`src/rtl/vcmemarb_2to1.sv`:
```
// Two-requester memory arbiter with an in-order read-tag queue that steers responses back.
// Define VCMEMARB_RR_EN for round-robin arbitration; otherwise port 0 has fixed priority.
module vcmemarb_2to1 #(
    parameter int ADDR_SZ = 8,
    parameter int DATA_SZ = 32,
    parameter int TAGQ_SZ = 2
) (
    input  logic               clk,
    input  logic               reset_n,

    input  logic               req0_bits_rw,
    input  logic [ADDR_SZ-1:0] req0_bits_addr,
    input  logic [DATA_SZ-1:0] req0_bits_data,
    input  logic               req0_val,
    output logic               req0_rdy,
    output logic [DATA_SZ-1:0] resp0_bits_data,
    output logic               resp0_val,

    input  logic               req1_bits_rw,
    input  logic [ADDR_SZ-1:0] req1_bits_addr,
    input  logic [DATA_SZ-1:0] req1_bits_data,
    input  logic               req1_val,
    output logic               req1_rdy,
    output logic [DATA_SZ-1:0] resp1_bits_data,
    output logic               resp1_val,

    output logic               memreq_bits_rw,
    output logic [ADDR_SZ-1:0] memreq_bits_addr,
    output logic [DATA_SZ-1:0] memreq_bits_data,
    output logic               memreq_val,
    input  logic               memreq_rdy,
    input  logic [DATA_SZ-1:0] memresp_bits_data,
    input  logic               memresp_val
);
    localparam int DEPTH = 1 << TAGQ_SZ;

    logic               win;
    logic               has_win;
    logic               ok;
    logic               fire;
    logic               rd_fire;
    logic               bypass;
    logic               enq;
    logic               deq;
    logic               empty;
    logic               full;
    logic               head;

    logic [DEPTH-1:0]   tags;
    logic [TAGQ_SZ-1:0] wptr;
    logic [TAGQ_SZ-1:0] rptr;
    logic [TAGQ_SZ:0]   count;

    assign has_win = req0_val | req1_val;

`ifdef VCMEMARB_RR_EN
    logic prio;

    // Contention goes to the preferred port; a lone requester always wins.
    assign win = (req0_val & req1_val) ? prio : req1_val;

    always_ff @(posedge clk or negedge reset_n) begin
        if (!reset_n)
            prio <= 1'b0;
        else if (fire)
            prio <= ~win;
    end
`else
    assign win = req1_val & ~req0_val;
`endif

    assign memreq_bits_rw   = win ? req1_bits_rw   : req0_bits_rw;
    assign memreq_bits_addr = win ? req1_bits_addr : req0_bits_addr;
    assign memreq_bits_data = win ? req1_bits_data : req0_bits_data;

    assign empty = (count == '0);
    assign full  = (count == (TAGQ_SZ+1)'(DEPTH));
    assign head  = tags[rptr];

    // Reads need a free tag slot; memresp_val deliberately plays no part here.
    assign ok         = memreq_bits_rw | ~full;
    assign memreq_val = reset_n & has_win & ok;
    assign req0_rdy   = memreq_val & memreq_rdy & ~win;
    assign req1_rdy   = memreq_val & memreq_rdy & win;

    assign fire    = memreq_val & memreq_rdy;
    assign rd_fire = fire & ~memreq_bits_rw;
    assign bypass  = empty & memresp_val & rd_fire;
    assign enq     = rd_fire & ~bypass;
    assign deq     = memresp_val & ~empty;

    // Responses landing on an empty queue with no read in flight are dropped.
    assign resp0_val = reset_n & ((deq & ~head) | (bypass & ~win));
    assign resp1_val = reset_n & ((deq &  head) | (bypass &  win));
    assign resp0_bits_data = memresp_bits_data;
    assign resp1_bits_data = memresp_bits_data;

    always_ff @(posedge clk or negedge reset_n) begin
        if (!reset_n) begin
            tags  <= '0;
            wptr  <= '0;
            rptr  <= '0;
            count <= '0;
        end else begin
            if (enq) begin
                tags[wptr] <= win;
                wptr       <= wptr + 1'b1;
            end
            if (deq)
                rptr <= rptr + 1'b1;
            case ({enq, deq})
                2'b10:   count <= count + 1'b1;
                2'b01:   count <= count - 1'b1;
                default: count <= count;
            endcase
        end
    end
endmodule

```
`config.mk`:
```
export PLATFORM = sky130hd
export DESIGN_NAME = vcmemarb_2to1
export DESIGN_NICKNAME = d
export VERILOG_FILES = /design/src/rtl/vcmemarb_2to1.sv
export SDC_FILE = /design/constraint.sdc
export NUM_CORES = 1
export LEC_CHECK = 0
export CAP_MARGIN = 20
export CORE_MARGIN = 5
export CORE_UTILIZATION = 23
export CTS_CLUSTER_SIZE = 40
export DETAILED_ROUTE_END_ITERATION = 16
export PLACE_DENSITY = 0.8
export SYNTH_ARGS = -nofsm -noshare
export SYNTH_HDL_FRONTEND = slang
export SYNTH_SLANG_ARGS = --single-unit
```
`constraint.sdc`:
```
create_clock -name clk -period 2.1 [get_ports clk]
set_input_delay 0.525 -clock clk [delete_from_list [all_inputs] [get_ports clk]]
set_output_delay 0.525 -clock clk [all_outputs]
set_load 0.1 [all_outputs]
```
# Word level (Yosys, flattened, before mapping)
# Cells that the tools add are included.
# word_totals
in_bits	120
regBits	11
output_inout_bits	110
# op_classes
muxes	9
bitwise_logic	28
n_reduce_logical	3
magnitude_cmp	3
add_sub_neg	4
eq_ne	3
# ops
cell	n
32-bit two-way mux	1
1-bit bitwise AND	17
8-bit two-way mux	1
1-bit NOT	7
2-bit by 3-bit less-than comparator with 1-bit output, second input constant	2
3-bit one-hot mux with 2 select lines	1
2-bit by 1-bit adder with 2-bit output, second input constant	2
4-bit bitwise mux	1
1-bit OR	4
3-bit by 1-bit adder with 3-bit output, second input constant	1
3-bit equality test, second input constant	1
3-bit zero test	1
1-bit two-way mux	3
3-bit by 1-bit subtractor with 3-bit output, second input constant	1
1-bit binary-select mux with 2-bit select	1
1-bit demux with 2-bit select	1
2-bit by 1-bit equality test with 1-bit output, second input constant	1
2-bit equality test, second input constant	1
2-bit by 1-bit >= comparator with 1-bit output, second input constant	1
2-bit nonzero test	1
1-bit logical AND	1

# Longest topological paths before layout
# logic_depth
depth_word	12
ltp_mapped	9

# Worst setup path after synthesis
# Ideal clock, no wire load.
# synth_timing
path_kind	reg2out
startpoint	register rptr[0]
endpoint	output resp0_val
stages_incl_launch_ff	3
t_arrival_ns	3.146
required_time_ns	1.575
path_slack_ns	-1.571
path_cell_list	dfrtp_1 -> mux4_2 -> o31ai_1
# synth_via
elab_chain_cells	6
# synth_lines
element	line_no	rtl
start, declared	51	logic [TAGQ_SZ-1:0] rptr;
start signal, assigned	110	rptr <= rptr + 1'b1;
1-bit binary-select mux with 2-bit select	78	assign head = tags[rptr];
1-bit two-way mux (implied by the code)	78	
1-bit NOT	93	assign resp0_val = reset_n & ((deq & ~head) | (bypass & ~win));
1-bit bitwise AND	93	
1-bit OR	93	
1-bit bitwise AND	93	
end, declared	17	output logic resp0_val,
# Every way passes these cells. The select of a mux whose other input is x is not followed.

# Worst setup path in the final report
# layout_timing
startpoint	input req0_val
endpoint	output resp1_val
# layout_via
elab_chain_cells	11
# layout_lines
element	line_no	rtl
start, declared	14	input logic req0_val,
1-bit NOT	69	assign win = req1_val & ~req0_val;
1-bit bitwise AND	69	
1-bit two-way mux	72	assign memreq_bits_rw = win ? req1_bits_rw : req0_bits_rw;
1-bit OR	81	assign ok = memreq_bits_rw | ~full;
1-bit bitwise AND	82	assign memreq_val = reset_n & has_win & ok;
1-bit bitwise AND	86	assign fire = memreq_val & memreq_rdy;
1-bit bitwise AND	87	assign rd_fire = fire & ~memreq_bits_rw;
1-bit bitwise AND	88	assign bypass = empty & memresp_val & rd_fire;
1-bit bitwise AND (*)	94	assign resp1_val = reset_n & ((deq & head) | (bypass & win));
1-bit OR (*)	94	
1-bit bitwise AND (*)	94	
end, declared	25	output logic resp1_val,
# Every way passes the cells marked *; elsewhere a longest branch is shown, timed or not.

==> out/metrics.cfg <==
[setup_path]
rr_startpoint=count[2]
crit_arrival_ps=1650
end_kind=primary output
crit_fanout=2
crit_chain=buf_6, or3b_4, a21oi_2, nand3_2, a21oi_4, buf_12
crit_required_ps=1570
cp-start-kind=primary input
critPathMaxStageDelay_ps=420
r2r_cells=9
cp_slowest_cell=or3b_4
critPathKind=primary input to primary output
cp_num_cells=6
worstReg2RegEnd=count[2]
path_delay_family=simple AND/OR/NAND/NOR gates
crit_path_end=resp1_val
startpoint=req0_val
crit_buf_inv=2
r2r_setup_slack_ps=180

[die]
start_util=0.2338
coreArea_um2=7176
rows=31
fp.dieH_um=95.41
die-area_um2=9103
die_x_um=95.41
boundaryPins=230

[run_status]
violations=setup timing
status=complete, but fails checks

[timing]
fin_ws_ps=-76.53
rsz0062_at_grt=yes
setup_viol=2
finalClockSkew_ps=3.767
hold_viol=0
min_period_ps=2177
clock.fmax_mhz=459.4
drv_slew=0
fin_crit_sh=1.036
relSlewSlack=0.8306
tightest_slew_ps=252.7

[routing]
ant_nets=0
dr.pass1.iters=4
drt_wl_total_um=6814
drc_errors=0
wl_per_cell_um=15.04
dr.first_iter.drc_count=28
vias_per_cell=4.223
vias=1913

[placed_design]
gp_congestion=0.7456
place_inst=444
portBuffers=133
dp_hpwl_um=5909

[final_layout]
area_delta_synth_final_pct=125.7
drive_above_1_share=0.4181
instances_no_fill=453
antenna_cells=0
fillCellCount=621
final_nets=481

[power]
total_power_uw=2422
sw_frac_of_total=0.4990
p_sw_uw=1209
p_seq_frac=0.170
p_per_area_nw_per_um2=639.7
clock_power_share=0.087
p_leak_uw=0.001696
peakVddDrop_mv=0.6913
p_int_uw=1214
comb_power_share=0.743

[grt]
gr-total-overflow=0
grt_max_degree=31
grt_pass1_wl_um=9839
first_global_vias=2063
track_usage=0.1382
antenna_found_initial=0

[clock_network]
holdBufCountCts=0
cts.sink_count=11
cts_buffers=3
path_clk_slew_ps=50
h-tree-depth=1
clock_latency_ps=240
cts_tree=done
cts_root_buf=clkbuf_8
clk_path_buf_depth=2

[flow_run]
drv_cap=0

[synthesis]
postSynthCellCount=266
synth_fp_nets=392
ys.warnings.count=0
seq_area_frac_synth=0.1641
ys_ff_latch=11
netlist_area_um2=1678
syn_area_per_cell_um2=6.308
synthDistinctLibCells=23

[worst_hold_path]
hold_class=register to register

[sequential cells by signal (all words and copies together) (netlist names)]
signal and flops:
count 3, rptr 2, tags 4, wptr 2
[layout by cell type, fill, tap and decap left out, types with 2 or more instances in the layout]
master,netlist,layout
a21oi_4,0,2
buf_12,0,49
buf_2,0,2
buf_4,64,19
buf_6,0,2
clkbuf_8,0,3
clkdlybuf4s50_1,0,80
dfrtp_1,11,11
dlygate4sd2_1,0,3
ha_1,5,4
inv_1,7,6
mux2_1,4,4
nand2_1,133,80
nand2_2,0,13
nand2_4,0,40
nand3_2,0,2
nor2_1,5,3
nor2_2,0,2
nor3_4,0,2
o21ai_0,3,2
xnor2_1,3,3
xor2_1,3,3
[worst min path at each step]
stage	start	to	slack (ps)	cells after the start
2_1_floorplan	reset_n	count[0]	230	0
3_3_place_gp	rptr[1]	rptr[1]	470	1
3_5_place_dp	rptr[1]	rptr[1]	480	1
4_1_cts	rptr[1]	rptr[1]	490	1
5_1_grt	tags[2]	tags[2]	500	1
6_report	rptr[1]	rptr[1]	490	1
[cell usage after synthesis]
master | n | share of area
nor2_1 | 5 | 0.011
nor2b_1 | 2 | 0.0075
nand2_1 | 133 | 0.30
mux2_1 | 4 | 0.027
fa_1 | 1 | 0.012
buf_4 | 64 | 0.29
o21ai_0 | 3 | 0.0089
a21oi_1 | 3 | 0.0089
nor3_1 | 3 | 0.0089
or2_2 | 1 | 0.0037
clkbuf_1 | 9 | 0.020
nand3_1 | 2 | 0.0060
mux2i_1 | 1 | 0.0060
xor2_1 | 3 | 0.016
xnor2_1 | 3 | 0.016
mux4_2 | 1 | 0.013
a221oi_4 | 1 | 0.016
o31ai_1 | 1 | 0.0045
ha_1 | 5 | 0.037
dfrtp_1 | 11 | 0.16
or3b_4 | 1 | 0.0067
inv_1 | 7 | 0.016
nand2b_1 | 2 | 0.0075
[worst register-to-register path: cells and delay by family (launching register included)]
kind | cells | cell delay, ps
adders and majority gates | 2 | 350
xor gates and xnor gates | 2 | 300
and+or+nand+nor | 2 | 360
AOI/OAI and AO/OA | 1 | 230
DFF | 1 | 430
buffers and inverters | 2 | 120
[logic make-up (layout without fill, tap and decap cells)]
group           after synthesis  count (layout)  synth area share
xor+xnor                      6               6           0.03133
mux                           6               6           0.04623
flops                        11              11            0.1641
buf+inv                      80             168            0.3221
fa+ha+maj                     6               6           0.04922
simple gates                149             149            0.3490
compound gates                8               8           0.03803
[metrics by stage]
step	utilization	setup TNS, ps	hold WS, ps	worst slack (ps)	instance area [um2]
after CTS	0.5275	-509.5	491.3	-87.37	3785
after floorplan	-	-688.8	229.4	-197.5	2053
after detailed placement	0.5093	-19210	480.8	-583.1	3655
after global routing	0.5276	-670.6	500.2	-106.2	3786
after global placement	0.5093	-18890	471.9	-518.7	3655
final	0.5276	-101.1	490.5	-76.53	3786
[area by class of cell]
cell class                      instances  area [um2]  area share
Timing Repair Buffer                  157        2018      0.5330
Clock buffer                            4       45.04     0.01190
Tap cell                               99       123.9     0.03272
Sequential cell                        11       275.3     0.07270
Inverter                                7       26.28    0.006940
Multi-Input combinational cell        175        1297      0.3427
[metal layers]
layer / vias to the layer above / GRT usage / share of wire
met2: 106 / 0.2898 / 0.57
li1: 926 / - / -
met4: 0 / 0.02488 / 0.0056
met3: 5 / 0.03631 / 0.10
met1: 876 / 0.1324 / 0.33
met5: - / 0 / 0
[power by group through the flow]
stage                     clock network, uW  logic [uW]  registers, uW
after floorplan                           0        1660            381
after detailed placement                  0        1760            408
after CTS                               215        1820            408
after global routing                    225        1910            424
after global placement                    0        1720            397
final                                   212        1800            411
[timing repair]
action                     4_1_cts  5_1_grt
resized for setup               36        4
cloned                           1        0
pin swaps                        7        3
buffers inserted                 5        0
setup endpoints to repair       53       37
Note: power is estimated with default switching activity, not from simulation.
